$ cat src/rtl/vga_scanout.sv
// vga_scanout: 640x480@60 timing from a 50 MHz clock plus a two-stage
// read-out of the 160x120 frame buffer with 4x4 pixel replication.
module vga_scanout #(
    parameter int H_VISIBLE   = 640,
    parameter int H_FP        = 16,
    parameter int H_SYNC      = 96,
    parameter int H_BP        = 48,
    parameter int V_VISIBLE   = 480,
    parameter int V_FP        = 10,
    parameter int V_SYNC      = 2,
    parameter int V_BP        = 33,
    parameter int FB_WIDTH    = 160,
    parameter int SCALE_SHIFT = 2,
    parameter int ADDR_WIDTH  = 15
) (
    input  logic                  clock,
    input  logic                  reset,
    output logic [ADDR_WIDTH-1:0] rd_addr,
    input  logic [2:0]            rd_data,
    output logic [7:0]            VGA_R,
    output logic [7:0]            VGA_G,
    output logic [7:0]            VGA_B,
    output logic                  VGA_HS,
    output logic                  VGA_VS,
    output logic                  VGA_BLANK_N,
    output logic                  VGA_SYNC_N,
    output logic                  VGA_CLK,
    output logic                  vblank,
    output logic                  frame_start
);

    localparam int H_TOTAL = H_VISIBLE + H_FP + H_SYNC + H_BP;
    localparam int V_TOTAL = V_VISIBLE + V_FP + V_SYNC + V_BP;
    localparam int HW = $clog2(H_TOTAL);
    localparam int VW = $clog2(V_TOTAL);

    localparam logic [HW-1:0] H_VIS  = HW'(H_VISIBLE);
    localparam logic [HW-1:0] H_SS   = HW'(H_VISIBLE + H_FP);
    localparam logic [HW-1:0] H_SE   = HW'(H_VISIBLE + H_FP + H_SYNC - 1);
    localparam logic [HW-1:0] H_LAST = HW'(H_TOTAL - 1);

    localparam logic [VW-1:0] V_VIS  = VW'(V_VISIBLE);
    localparam logic [VW-1:0] V_VIS1 = VW'(V_VISIBLE - 1);
    localparam logic [VW-1:0] V_SS   = VW'(V_VISIBLE + V_FP);
    localparam logic [VW-1:0] V_SE   = VW'(V_VISIBLE + V_FP + V_SYNC - 1);
    localparam logic [VW-1:0] V_LAST = VW'(V_TOTAL - 1);

    localparam logic [ADDR_WIDTH-1:0] FB_W = ADDR_WIDTH'(FB_WIDTH);

    logic                  pix_en_q, pix_en_d;
    logic [HW-1:0]         h_q, h_d;
    logic [VW-1:0]         v_q, v_d;
    logic [ADDR_WIDTH-1:0] rd_addr_q, rd_addr_d;
    logic                  vis1_q, vis1_d;
    logic                  hs1_q, hs1_d;
    logic                  vs1_q, vs1_d;
    logic [7:0]            r_q, r_d;
    logic [7:0]            g_q, g_d;
    logic [7:0]            b_q, b_d;
    logic                  hs_q, hs_d;
    logic                  vs_q, vs_d;
    logic                  blank_n_q, blank_n_d;
    logic                  vclk_q, vclk_d;
    logic                  vblank_q, vblank_d;
    logic                  fs_q, fs_d;

    logic                  h_wrap, v_wrap;
    logic                  visible, hs_n, vs_n;
    logic [ADDR_WIDTH-1:0] row, col, lin_addr;

    // Pixel enable toggle and the raster counters
    always_comb begin
        pix_en_d = ~pix_en_q;
        h_wrap   = (h_q == H_LAST);
        v_wrap   = (v_q == V_LAST);
        h_d      = h_q;
        v_d      = v_q;
        if (pix_en_q) begin
            h_d = h_wrap ? '0 : h_q + 1'b1;
            if (h_wrap) begin
                v_d = v_wrap ? '0 : v_q + 1'b1;
            end
        end
    end

    // Stage-0 decode of visibility and sync windows
    always_comb begin
        visible = (h_q < H_VIS) && (v_q < V_VIS);
        hs_n    = !((h_q >= H_SS) && (h_q <= H_SE));
        vs_n    = !((v_q >= V_SS) && (v_q <= V_SE));
    end

    // Frame buffer address: row*FB_WIDTH built from shifted partial sums
    always_comb begin
        row      = ADDR_WIDTH'(v_q >> SCALE_SHIFT);
        col      = ADDR_WIDTH'(h_q >> SCALE_SHIFT);
        lin_addr = col;
        for (int i = 0; i < ADDR_WIDTH; i++) begin
            if (FB_W[i]) begin
                lin_addr = lin_addr + (row << i);
            end
        end
    end

    // Pipeline stages 1 and 2, status flags and DAC clock
    always_comb begin
        rd_addr_d = rd_addr_q;
        vis1_d    = vis1_q;
        hs1_d     = hs1_q;
        vs1_d     = vs1_q;
        r_d       = r_q;
        g_d       = g_q;
        b_d       = b_q;
        hs_d      = hs_q;
        vs_d      = vs_q;
        blank_n_d = blank_n_q;
        vclk_d    = ~pix_en_q;
        vblank_d  = (v_d >= V_VIS);
        fs_d      = pix_en_q && h_wrap && (v_q == V_VIS1);
        if (pix_en_q) begin
            vis1_d = visible;
            hs1_d  = hs_n;
            vs1_d  = vs_n;
            if (visible) begin
                rd_addr_d = lin_addr;
            end
            r_d       = vis1_q ? {8{rd_data[2]}} : 8'h00;
            g_d       = vis1_q ? {8{rd_data[1]}} : 8'h00;
            b_d       = vis1_q ? {8{rd_data[0]}} : 8'h00;
            hs_d      = hs1_q;
            vs_d      = vs1_q;
            blank_n_d = vis1_q;
        end
    end

    // State registers, asynchronously cleared
    always_ff @(posedge clock or posedge reset) begin
        if (reset) begin
            pix_en_q  <= 1'b0;
            h_q       <= '0;
            v_q       <= '0;
            rd_addr_q <= '0;
            vis1_q    <= 1'b0;
            hs1_q     <= 1'b1;
            vs1_q     <= 1'b1;
            r_q       <= 8'h00;
            g_q       <= 8'h00;
            b_q       <= 8'h00;
            hs_q      <= 1'b1;
            vs_q      <= 1'b1;
            blank_n_q <= 1'b0;
            vclk_q    <= 1'b0;
            vblank_q  <= 1'b0;
            fs_q      <= 1'b0;
        end else begin
            pix_en_q  <= pix_en_d;
            h_q       <= h_d;
            v_q       <= v_d;
            rd_addr_q <= rd_addr_d;
            vis1_q    <= vis1_d;
            hs1_q     <= hs1_d;
            vs1_q     <= vs1_d;
            r_q       <= r_d;
            g_q       <= g_d;
            b_q       <= b_d;
            hs_q      <= hs_d;
            vs_q      <= vs_d;
            blank_n_q <= blank_n_d;
            vclk_q    <= vclk_d;
            vblank_q  <= vblank_d;
            fs_q      <= fs_d;
        end
    end

    assign rd_addr     = rd_addr_q;
    assign VGA_R       = r_q;
    assign VGA_G       = g_q;
    assign VGA_B       = b_q;
    assign VGA_HS      = hs_q;
    assign VGA_VS      = vs_q;
    assign VGA_BLANK_N = blank_n_q;
    assign VGA_SYNC_N  = 1'b1;
    assign VGA_CLK     = vclk_q;
    assign vblank      = vblank_q;
    assign frame_start = fs_q;

endmodule

$ cat config.mk
export PLATFORM = sky130hd
export DESIGN_NAME = vga_scanout
export DESIGN_NICKNAME = d
export VERILOG_FILES = /design/src/rtl/vga_scanout.sv
export SDC_FILE = /design/constraint.sdc
export NUM_CORES = 1
export LEC_CHECK = 0
export ABC_AREA = 0
export CAP_MARGIN = 20
export CORE_MARGIN = 2
export CORE_UTILIZATION = 48
export DETAILED_ROUTE_END_ITERATION = 6
export GPL_ROUTABILITY_DRIVEN = 0
export PLACE_DENSITY_LB_ADDON = 0.08
export SETUP_SLACK_MARGIN = 0.02
export SYNTH_ARGS = -nofsm -noshare
export SYNTH_HDL_FRONTEND = slang
export SYNTH_SLANG_ARGS = --single-unit
export TNS_END_PERCENT = 10
$ cat constraint.sdc
create_clock -name clock -period 2.12 [get_ports clock]
set_input_delay 0.212 -clock clock [delete_from_list [all_inputs] [get_ports clock]]
set_output_delay 0.212 -clock clock [all_outputs]
set_load 0.005 [all_outputs]
==> flow_summary.yaml <==
setup_path:
  slowest_stage: "fa_2"
  startpoint_type: "register"
  r2r_slack_ps: 30
  r2r-start: "v_q[2]"
  rr_endpoint: "rd_addr[11]"
  cp.arrival_ps: 2310
  slowest_delay_ps: 580
  cp-end-kind: "register"
  crit_chain: "inv_2 -> fa_2 -> inv_1 -> ha_4 -> a211oi_4 -> o21ai_1 -> and3_1 -> o31ai_1"
  crit_start: "v_q[2]"
  path_class: "register to register"
  reg2regPathDepth: 8
  critPathMaxFanout: 3
  required_ps: 2330
synth:
  synthesis.instances: 304
  yosysWarningCount: 0
  ys_ff_latch: 47
  synth_commonest_cells: "43 x dfrtp_1, 42 x nand2_1, 23 x buf_4"
  syn-num-nets: 330
  synth_ff_type: "dfrtp_1"
  syn-cell-area_um2: 2860
  avgSynthCellArea_um2: 9.42
  synth_area_leaders: "dfrtp_1 38%, ha_1 8.3%, buf_4 6.0%"
  yosysTopAreaCellShare_pct: 37.6
  yosysTopAreaCell: "dfrtp_1"
  synth_cell_types: 52
  synth_edf_count: 0
  synth_most_common_cell: "dfrtp_1"
  seq_area_frac_synth_pct: 41.3
  synth-async-reset-ratio_pct: 100
cts:
  ctsHoldBuffers: 0
  clockBufferDepth: 2
  post_cts_buffers: 0
  clk_pin_slew_worst_paths_ps: 80
  clock_latency_ps: 300
  cts_root_buf: "clkbuf_8"
  h-tree-depth: 2
  numCtsBuffers: 5
  cts_sinks: 47
  cts_tree: "done"
timing:
  clock.fmax_ghz: 0.478
  timing.final.crit_period_ps: 2090
  slew_viol_final: 0
  tns_ps: 0
  hold_ws_ps: 372
  finalHoldViolations: 0
  period_share_pct: 98.7
  relSlewSlack_pct: 60.0
  rsz0062_at_grt: "true"
  skew_ps: 4.47
  finalSetupViolCount: 0
  tightest_slew_ps: 600
floorplanning:
  core_area_um2: 5850
  ioPinCount: 51
  start_util_pct: 48.9
  die_h_um: 81.2
  die_w_um: 81.2
  num_rows: 28
  die_area_um2: 6600
detailed_routing:
  drt-initial-drc-count: 77
  drc_errors: 0
  finalWirelength_um: 5730
  firstDrtPassIters: 4
  wl_per_cell_um: 13.6
  ant_nets: 0
  viasPerCell: 5.18
  num_vias: 2180
layout:
  regArea_um2: 1180
  fillers: 510
  diodes: 0
  nNetsFinal: 371
  final_layout_size_suffix_gt1_share_pct: 15.3
  fin_util_pct: 59.5
  synthToLayoutAreaGrowth_pct: 21.5
  multi_input_area_um2: 1410
placed_design:
  dp_hpwl_um: 4180
  numPortBuffers: 49
pwr:
  power_mw: 1.54
  power.leakage_nw: 1.62
  irDropWorstVdd_mv: 0.241
  powerDensity_nw_per_um2: 444
flow_run:
  cap_violations: 0
grt:
  grt_overflow: 0
  grt_pass1_wl_um: 9660
  antenna_found_initial: 0
  grt_pass1_vias: 2042
  gr-usage-all-layers_pct: 19.0
  grt_max_degree: 48
status:
  outcome: "complete, no violations"
hold_path:
  hold_class: "input pin to asynchronous set/reset pin"
-- power by group --
group	switching (mW)	total (mW)	internal, mW
sequential	0.00593	0.905	0.899
combinational	0.0309	0.0780	0.0471
clock	0.297	0.561	0.263
-- flip-flops by register name (all words and copies together) (netlist names) --
signal and cells:
vis1_q 1, VGA_G 1, hs1_q 1, VGA_CLK 1, v_q 10, vs1_q 1, VGA_B 1, vblank 1
VGA_HS 1, frame_start 1, VGA_VS 1, VGA_R 1, rd_addr 15, h_q 10, VGA_BLANK_N 1
-- cells by family after synthesis --
family,Yosys count,synth area share [%]
simple gates,113,21.2
mux,3,1.18
xor+xnor,12,3.67
compound gates,53,12.0
buf+inv,54,10.9
fa+ha+maj,21,9.70
other cells,1,0.131
flops,47,41.3
-- final cells by class --
class,count,area share [%]
clock inverter,1,0.144
sequential,47,33.9
inverter,20,2.16
tap,75,2.70
timing repair buffer,68,18.2
clock buffer,7,2.48
multi-input combinational,203,40.4
-- worst max-delay path: cells and delay by family (launching register included) --
kind,cells,cell delay [ps]
buf+inv,2,130
fa+ha+maj,2,810
simple gates,1,180
compound gates,3,520
flops,1,360
-- per-layer routing --
layer,vias to the layer above,track usage [%],wire [um]
li1,1108,-,-
met1,1035,25.9,2770
met2,31,29.9,2710
met3,6,4.22,175
met4,0,6.61,83
met5,-,0,0
-- repair_timing --
item,CTS,global route
pin swaps,2,6
endpoints found under the setup margin,4,6
gates resized for setup,2,5
-- worst max path at each step --
stage	endpoint	slack [ps]
final	rd_addr[11]	30
after global routing	rd_addr[13]	-70
after detailed placement	rd_addr[12]	4
after CTS	rd_addr[11]	3
after global placement	rd_addr[12]	8
after floorplan	rd_addr[12]	-9
-- placed cells by master, fill, tap and decap left out, types with 7 or more instances in the layout --
cell and instances:
o21ai_0 14, inv_1 16, ha_1 17, a21oi_1 7, and3_1 7, nand4_1 8
nand2_1 42, nor2_1 13, dfrtp_1 43, nand3_1 15, buf_4 19, clkdlybuf4s50_1 49
-- through the flow --
step	setup slack (ps)	instances	area [um^2]
after CTS	3.29	421	3470
after floorplan	-8.60	304	2880
after global routing	-66.1	421	3480
after global placement	7.61	413	3370
after detailed placement	4.50	413	3370
final	28.1	421	3480
(Power assumes the default switching activity.)
